`config.mk`:
```
export PLATFORM = sky130hd
export DESIGN_NAME = wr_stream_packer
export DESIGN_NICKNAME = d
export VERILOG_FILES = /design/src/rtl/wr_packer_pkg.sv /design/src/rtl/wr_packer_hold.sv /design/src/rtl/wr_stream_packer.sv
export SDC_FILE = /design/constraint.sdc
export NUM_CORES = 1
export LEC_CHECK = 0
export CAP_MARGIN = 20
export CORE_AREA = 2 2 64 66
export CTS_CLUSTER_SIZE = 20
export DETAILED_ROUTE_END_ITERATION = 8
export DIE_AREA = 0 0 66 68
export PLACE_DENSITY = 0.7
export SLEW_MARGIN = 20
export SYNTH_ARGS = -nofsm -noshare
export SYNTH_HDL_FRONTEND = slang
export SYNTH_SLANG_ARGS = --single-unit
```
`constraint.sdc`:
```
create_clock -name wr_clk -period 1.8 [get_ports wr_clk]
set_input_delay 0.36 -clock wr_clk [delete_from_list [all_inputs] [get_ports wr_clk]]
set_output_delay 0.36 -clock wr_clk [all_outputs]
set_load 0.01 [all_outputs]
```
`src/rtl/wr_packer_pkg.sv`:
```
// Package: wr_packer_pkg
// Shared types and constants for the write-side stream packer.
//   state_t  : packer FSM encoding (idle / filling a word / word waiting in hold)
//   RATIO    : beats per FIFO word for the default 8-bit word / 2-bit beat build
//   LANE_W   : lane counter width for the default build
//   WCNT_W   : width of the pushed-word counter
//   lane_bits: lane counter width for an arbitrary ratio (at least one bit)
package wr_packer_pkg;

    typedef enum logic [1:0] {
        ST_IDLE = 2'd0,
        ST_FILL = 2'd1,
        ST_HOLD = 2'd2
    } state_t;

    localparam int DEF_WIDTH = 8;
    localparam int DEF_IN_W  = 2;
    localparam int RATIO     = DEF_WIDTH / DEF_IN_W;
    localparam int LANE_W    = $clog2(RATIO);
    localparam int WCNT_W    = 16;

    function automatic int lane_bits(input int ratio);
        return (ratio > 1) ? $clog2(ratio) : 1;
    endfunction

endpackage

```
`src/rtl/wr_packer_hold.sv`:
```
// Module: wr_packer_hold
// One-entry output buffer in front of the FIFO write port.
//   wr_clk, rst_n : clock, asynchronous active-low reset
//   load          : a completed word enters the buffer on this edge
//   load_data     : the completed word
//   fifo_full     : FIFO full flag
//   fifo_din      : held word driven to the FIFO (kept after push)
//   hold_valid    : buffer holds a word not yet written
//   fifo_wr_en    : FIFO write strobe, combinational through fifo_full
// A load in the same cycle as a push replaces the word without a bubble.
module wr_packer_hold #(
    parameter int WIDTH = 8
) (
    input  logic             wr_clk,
    input  logic             rst_n,
    input  logic             load,
    input  logic [WIDTH-1:0] load_data,
    input  logic             fifo_full,
    output logic [WIDTH-1:0] fifo_din,
    output logic             hold_valid,
    output logic             fifo_wr_en
);

    assign fifo_wr_en = hold_valid && !fifo_full;

    always_ff @(posedge wr_clk or negedge rst_n) begin
        if (!rst_n) begin
            hold_valid <= 1'b0;
            fifo_din   <= '0;
        end else if (load) begin
            hold_valid <= 1'b1;
            fifo_din   <= load_data;
        end else if (fifo_wr_en) begin
            hold_valid <= 1'b0;
        end
    end

endmodule

```
`src/rtl/wr_stream_packer.sv`:
```
// Module: wr_stream_packer
// Packs RATIO = WIDTH/IN_W narrow valid/ready beats into one FIFO word and
// writes it through a one-entry hold buffer that respects fifo_full.
// Beat k of a word lands in bits [k*IN_W +: IN_W]; s_last (or, optionally,
// an idle timeout) closes a partial word, zero-padding the unused lanes.
// Optional feature macro: WR_PACKER_TIMEOUT_EN (idle-timeout partial flush
// after TIMEOUT_CYC idle cycles while filling). Ports are identical either way.
// Ports:
//   wr_clk, rst_n          : write clock, asynchronous active-low reset
//   s_valid/s_ready        : input beat handshake
//   s_data, s_last         : input beat and end-of-burst marker
//   fifo_din, fifo_wr_en   : FIFO write port
//   fifo_full              : FIFO full flag
//   word_cnt               : words pushed into the FIFO, wraps at 2^16
//   partial_flush          : one-cycle pulse when a zero-padded word enters hold
module wr_stream_packer
    import wr_packer_pkg::*;
#(
    parameter int WIDTH       = DEF_WIDTH,
    parameter int IN_W        = DEF_IN_W,
    parameter int TIMEOUT_CYC = 64
) (
    input  logic              wr_clk,
    input  logic              rst_n,
    input  logic              s_valid,
    output logic              s_ready,
    input  logic [IN_W-1:0]   s_data,
    input  logic              s_last,
    output logic [WIDTH-1:0]  fifo_din,
    output logic              fifo_wr_en,
    input  logic              fifo_full,
    output logic [WCNT_W-1:0] word_cnt,
    output logic              partial_flush
);

    localparam int LANES  = WIDTH / IN_W;
    localparam int LCNT_W = lane_bits(LANES);
    localparam logic [LCNT_W-1:0] LAST_LANE = LCNT_W'(LANES - 1);

    if ((WIDTH % IN_W) != 0 || LANES < 2 || TIMEOUT_CYC < 1) begin : g_bad_params
        $error("wr_stream_packer: illegal WIDTH/IN_W/TIMEOUT_CYC combination");
    end

    state_t            state, state_next;
    logic [LCNT_W-1:0] lane_cnt, lane_next;
    logic [WIDTH-1:0]  acc, word_next, load_data;
    logic              hold_valid, accept, complete, load, timeout_flush;

    // The ready path deliberately ignores s_valid.
    assign s_ready  = !hold_valid || !fifo_full;
    assign accept   = s_valid && s_ready;
    assign complete = accept && (s_last || lane_cnt == LAST_LANE);
    assign load     = complete || timeout_flush;

    // The accumulator keeps unfilled lanes at zero, so inserting the current
    // beat yields a correctly zero-padded word for any completion point.
    always_comb begin
        word_next = acc;
        word_next[int'(lane_cnt) * IN_W +: IN_W] = s_data;
    end

    // A timeout flush never coincides with an accepted beat.
    assign load_data = timeout_flush ? acc : word_next;

    always_comb begin
        lane_next = lane_cnt;
        if (load) begin
            lane_next = '0;
        end else if (accept) begin
            lane_next = lane_cnt + 1'b1;
        end
    end

`ifdef WR_PACKER_TIMEOUT_EN
    localparam int IDLE_W = $clog2(TIMEOUT_CYC + 1);
    localparam logic [IDLE_W-1:0] IDLE_LAST = IDLE_W'(TIMEOUT_CYC - 1);

    logic [IDLE_W-1:0] idle_cnt;
    logic              idle_tick;

    assign idle_tick     = (state == ST_FILL) && !accept;
    // Saturates at IDLE_LAST so a flush deferred by a valid hold fires as
    // soon as the hold drains.
    assign timeout_flush = idle_tick && (idle_cnt == IDLE_LAST) && !hold_valid;

    always_ff @(posedge wr_clk or negedge rst_n) begin
        if (!rst_n) begin
            idle_cnt <= '0;
        end else if (!idle_tick || timeout_flush) begin
            idle_cnt <= '0;
        end else if (idle_cnt != IDLE_LAST) begin
            idle_cnt <= idle_cnt + 1'b1;
        end
    end
`else
    assign timeout_flush = 1'b0;
`endif

    always_ff @(posedge wr_clk or negedge rst_n) begin
        if (!rst_n) begin
            lane_cnt      <= '0;
            acc           <= '0;
            partial_flush <= 1'b0;
            word_cnt      <= '0;
            state         <= ST_IDLE;
        end else begin
            lane_cnt      <= lane_next;
            acc           <= load ? '0 : (accept ? word_next : acc);
            partial_flush <= (complete && lane_cnt != LAST_LANE) || timeout_flush;
            if (fifo_wr_en) begin
                word_cnt <= word_cnt + WCNT_W'(1);
            end
            state         <= state_next;
        end
    end

    always_comb begin
        state_next = state;
        case (state)
            ST_IDLE, ST_FILL: begin
                if (load) begin
                    state_next = ST_HOLD;
                end else if (accept) begin
                    state_next = ST_FILL;
                end
            end
            ST_HOLD: begin
                if (load) begin
                    state_next = ST_HOLD;
                end else if (fifo_wr_en) begin
                    state_next = (lane_next != '0) ? ST_FILL : ST_IDLE;
                end
            end
            default: state_next = ST_IDLE;
        endcase
    end

    wr_packer_hold #(
        .WIDTH(WIDTH)
    ) u_hold (
        .wr_clk    (wr_clk),
        .rst_n     (rst_n),
        .load      (load),
        .load_data (load_data),
        .fifo_full (fifo_full),
        .fifo_din  (fifo_din),
        .hold_valid(hold_valid),
        .fifo_wr_en(fifo_wr_en)
    );

endmodule

```
==> results.md <==
## Status
- **run status** finished, final reports clean

## Worst setup path
- **crit path kind** reg2out
- **Worst Path Max Fanout** 4
- **ordered cell list for the critical path** nand2_2 -> clkdlybuf4s50_1
- **crit-path leading delay family** buffers and inverters
- **sum of buffers and inverters on the critical path** 1
- **worst-path cell with the longest stage delay** sky130_fd_sc_hd__clkdlybuf4s50_1
- **endpoint of the worst-slack reg-to-reg timing path** u_hold.fifo_din[5]$_DFFE_PN0P_
- **kind of end point of the critical path** output pin
- **Crit path arrival time** 1.36 ns
- **cell depth of the worst flop-to-flop path** 7
- **required time at the endpoint of the critical path** 1.44 ns
- **maximum cell stage delay along the critical path** 0.54 ns
- **slack of the worst reg-to-reg path** 0.14 ns
- **worst reg2reg startpoint** lane_cnt[1]$_DFFE_PN0P_
- **kind of launch point of the worst setup path** flop

## Yosys
- **mean instance size in the synthesized netlist** 10.6 sq um
- **post-synth design cell area** 1670 sq um
- **flops & latches, synth** 36
- **prevailing post-synth register cell** sky130_fd_sc_hd__dfrtp_1
- **top post-synthesis cells by area** sky130_fd_sc_hd__dfrtp_1 54%, sky130_fd_sc_hd__nand2_1 6.3%, sky130_fd_sc_hd__ha_1 5.3%
- **synthesized instance count** 157
- **top post-synthesis cells by count** 36 x sky130_fd_sc_hd__dfrtp_1, 28 x sky130_fd_sc_hd__nand2_1, 11 x sky130_fd_sc_hd__o21ai_1
- **Unique masters post-synth** 31
- **count leader, synth** sky130_fd_sc_hd__dfrtp_1
- **number of warnings reported in the yosys synthesis log** 0
- **number of enable-type register cells in the synthesized netlist** 0
- **top cell type's share of synthesized area** 54.1%
- **Mapped Nets** 171
- **cell type with the largest total area after synthesis** sky130_fd_sc_hd__dfrtp_1
- **sequential area share after synthesis** 54.1%
- **Post-synth ARST share** 100%

## Timing
- **post-layout min period** 1.72 ns
- **total of endpoints with negative setup slack in the final report** 0
- **highest achievable clock rate** 0.582 GHz
- **share of the cycle needed by the critical path after routing** 95.5%
- **slew at the pin with the worst max-slew slack** 0.443 ns
- **unrepaired setup endpoints after global routing** false
- **summed negative setup slack over all endpoints** 0 ns
- **normalized max-slew margin** 70.5%
- **endpoints failing hold** 0
- **fin. max-slew vios** 0
- **setup clock skew after layout** 0.00421 ns
- **least setup slack across all paths after layout** 0.0813 ns

## Clocking
- **maximum buffer depth of the clock tree** 2
- **H-tree depth reported by CTS** 2
- **clock transition at the registers of the reported paths** 0.07 ns
- **clock latency at the later pin of the worst-skew pair** 0.29 ns
- **Post-CTS Setup Repair Bufs** 0
- **CTS sink cnt** 36
- **number of buffers added by the clock tree synthesis step** 5
- **clock tree from TritonCTS** yes
- **CTS Root Buffer Type** sky130_fd_sc_hd__clkbuf_8

## Floorplan
- **initial core utilization** 43.2%
- **vertical extent of the die** 68 um
- **die width** 66 um
- **die area** 4490 sq um
- **# rows** 23
- **area of the placeable core** 3860 sq um
- **ports placed on the boundary** 34

## Routing
- **remaining design rule violation count** 0
- **total number of vias** 1,343
- **mean number of vias per cell** 5.29
- **First DRT Iteration DRCs** 39
- **Routed WL per cell** 14.3 um
- **total wire length after detailed routing** 3.64 mm
- **ANT nets after route** 0
- **first-pass detailed-route iteration total** 4

## GRT
- **global-route wire length before repair** 6.15 mm
- **Congestion Overflow GR** 0
- **GRT Overall Usage** 18.3%
- **number of antenna violations at the first check in global routing** 0
- **maximum number of pins on one net before global-route repair** 37
- **number of global-route vias before repair** 1,371

## Cells and area
- **area growth from synthesis to final layout** 31.9%
- **# nets final** 218
- **diode count** 0
- **share of post-route cells with drive strength above 1** 10.8%

## Power
- **combinational share of power** 26.0%
- **Net Sw Frac** 30.9%
- **sequential group share of total power** 48.7%
- **total internal power** 1.44 mW
- **IR Drop Worst-Case VDD** 0.000508 V
- **part of the total power dissipated in the clock network** 25.3%
- **P_leak** 0.985 nW
- **ratio of total power to cell area** 950 nW/um^2
- **reported net switching power** 0.644 mW

## Placement
- **half-perimeter wire length after placement** 2.71 mm
- **final weighted congestion of routability-driven global placement** 0.805
- **setup slack after placement** -0.164 ns
- **number of buffers inserted by port buffering** 33

## Hold path
- **Hold Path Cell Cnt** 2
- **Hold Path Sink** u_hold.fifo_din[6]$_DFFE_PN0P_
- **Worst Hold Class** reg2reg
- **critical hold path startpoint** u_hold.fifo_din[6]$_DFFE_PN0P_

## Job
- **max-cap check violation count** 0

-- cells in the final DEF, fill, tap and decap left out, drive strengths merged, types with 4 or more instances in the layout --
cell | synthesis | final
a41oi | 4 | 4
buf | 2 | 10
clkbuf | 1 | 6
clkdlybuf4s50 | 0 | 31
dfrtp | 36 | 36
ha | 7 | 7
inv | 4 | 4
nand2 | 28 | 28
nand3 | 4 | 4
nand4 | 4 | 4
nor2 | 4 | 4
nor2b | 9 | 9
nor3 | 6 | 6
o21ai | 17 | 17
xnor2 | 8 | 8
xor2 | 7 | 7
-- per-layer routing --
layer	vias to the layer above	share of wire [%]	routed length [um]	track usage (%)
li1	638	-	-	-
met5	-	0	0	0
met3	8	6.3	229	4.93
met1	642	42	1530	20.7
met2	55	49	1800	32.2
met4	0	2.1	76	9.18
-- logic make-up (layout without fill, tap and decap cells) --
| group | count (synthesis) | count (layout) | share of synthesized area, % |
|---|---|---|---|
| and+or+nand+nor | 62 | 62 | 19.5 |
| DFF | 36 | 36 | 54.1 |
| AOI/OAI and AO/OA | 29 | 29 | 10.7 |
| xor gates and xnor gates | 15 | 15 | 7.89 |
| adders and majority gates | 7 | 7 | 5.26 |
| buffers and inverters | 7 | 54 | 1.88 |
| muxes | 1 | 1 | 0.676 |
-- how the worst max path moves through the flow --
stage	startpoint	to	slack, ns	cells after the start
final	u_hold.hold_valid$_DFFE_PN0P_	s_ready	0.08	2
after global routing	lane_cnt[1]$_DFFE_PN0P_	u_hold.fifo_din[5]$_DFFE_PN0P_	0.006	7
after CTS	u_hold.hold_valid$_DFFE_PN0P_	s_ready	0.07	2
after detailed placement	fifo_full	fifo_wr_en	-0.16	3
after global placement	fifo_full	fifo_wr_en	-0.11	3
after floorplan	lane_cnt[0]$_DFFE_PN0P_	u_hold.fifo_din[4]$_DFFE_PN0P_	0.19	6
-- state kept, by name, indices dropped and copies added, names as in the netlist --
register and flops:
word_cnt 16, acc 8, u_hold.hold_valid 1, u_hold.fifo_din 8, partial_flush 1, lane_cnt 2
-- worst reg2reg max path, cell delays in order, from the launching register on --
cell and delay [ns]:
sky130_fd_sc_hd__dfrtp_2 0.40, sky130_fd_sc_hd__inv_1 0.09, sky130_fd_sc_hd__ha_1 0.32, sky130_fd_sc_hd__inv_1 0.12, sky130_fd_sc_hd__nor4_1 0.28, sky130_fd_sc_hd__buf_4 0.18, sky130_fd_sc_hd__a21oi_1 0.07, sky130_fd_sc_hd__o21ai_1 0.13
-- power by group through the flow --
stage	Sequential (mW)	Combinational, mW	Clock [mW]
3_3_place_gp	1.02	0.516	0
5_1_grt	1.03	0.606	0.581
3_5_place_dp	1.03	0.545	0
6_report	1.01	0.542	0.528
4_1_cts	1.01	0.546	0.546
2_1_floorplan	1.04	0.224	0
-- per-stage QoR --
step / instances / hold WS, ns / power, mW / util [%] / cell area [sq um]
floorplan: 157 / 0.0644 / 1.27 / - / 1670
global placement: 247 / 0.458 / 1.53 / 54.9 / 2120
detailed placement: 247 / 0.469 / 1.57 / 54.9 / 2120
CTS: 254 / 0.484 / 2.10 / 56.9 / 2190
global route: 254 / 0.504 / 2.22 / 56.9 / 2200
finish: 254 / 0.480 / 2.09 / 56.9 / 2200
-- timing repair --
action                                  CTS  global route
cloned                                    0             0
gates resized for setup                   3             1
endpoints found under the setup margin    2             2
hold buffers                              0             0
pin swaps                                 0             0
-- area by class of cell --
cell class | instances | area (sq um)
fill | 353 | 1660
inverter | 4 | 15.0
sequential | 36 | 902
clock inverter | 1 | 5.00
clock buffer | 6 | 72.6
multi-input combinational | 114 | 736
tap | 50 | 62.6
timing repair buffer | 43 | 403
Power figures use the tool's default switching activity.
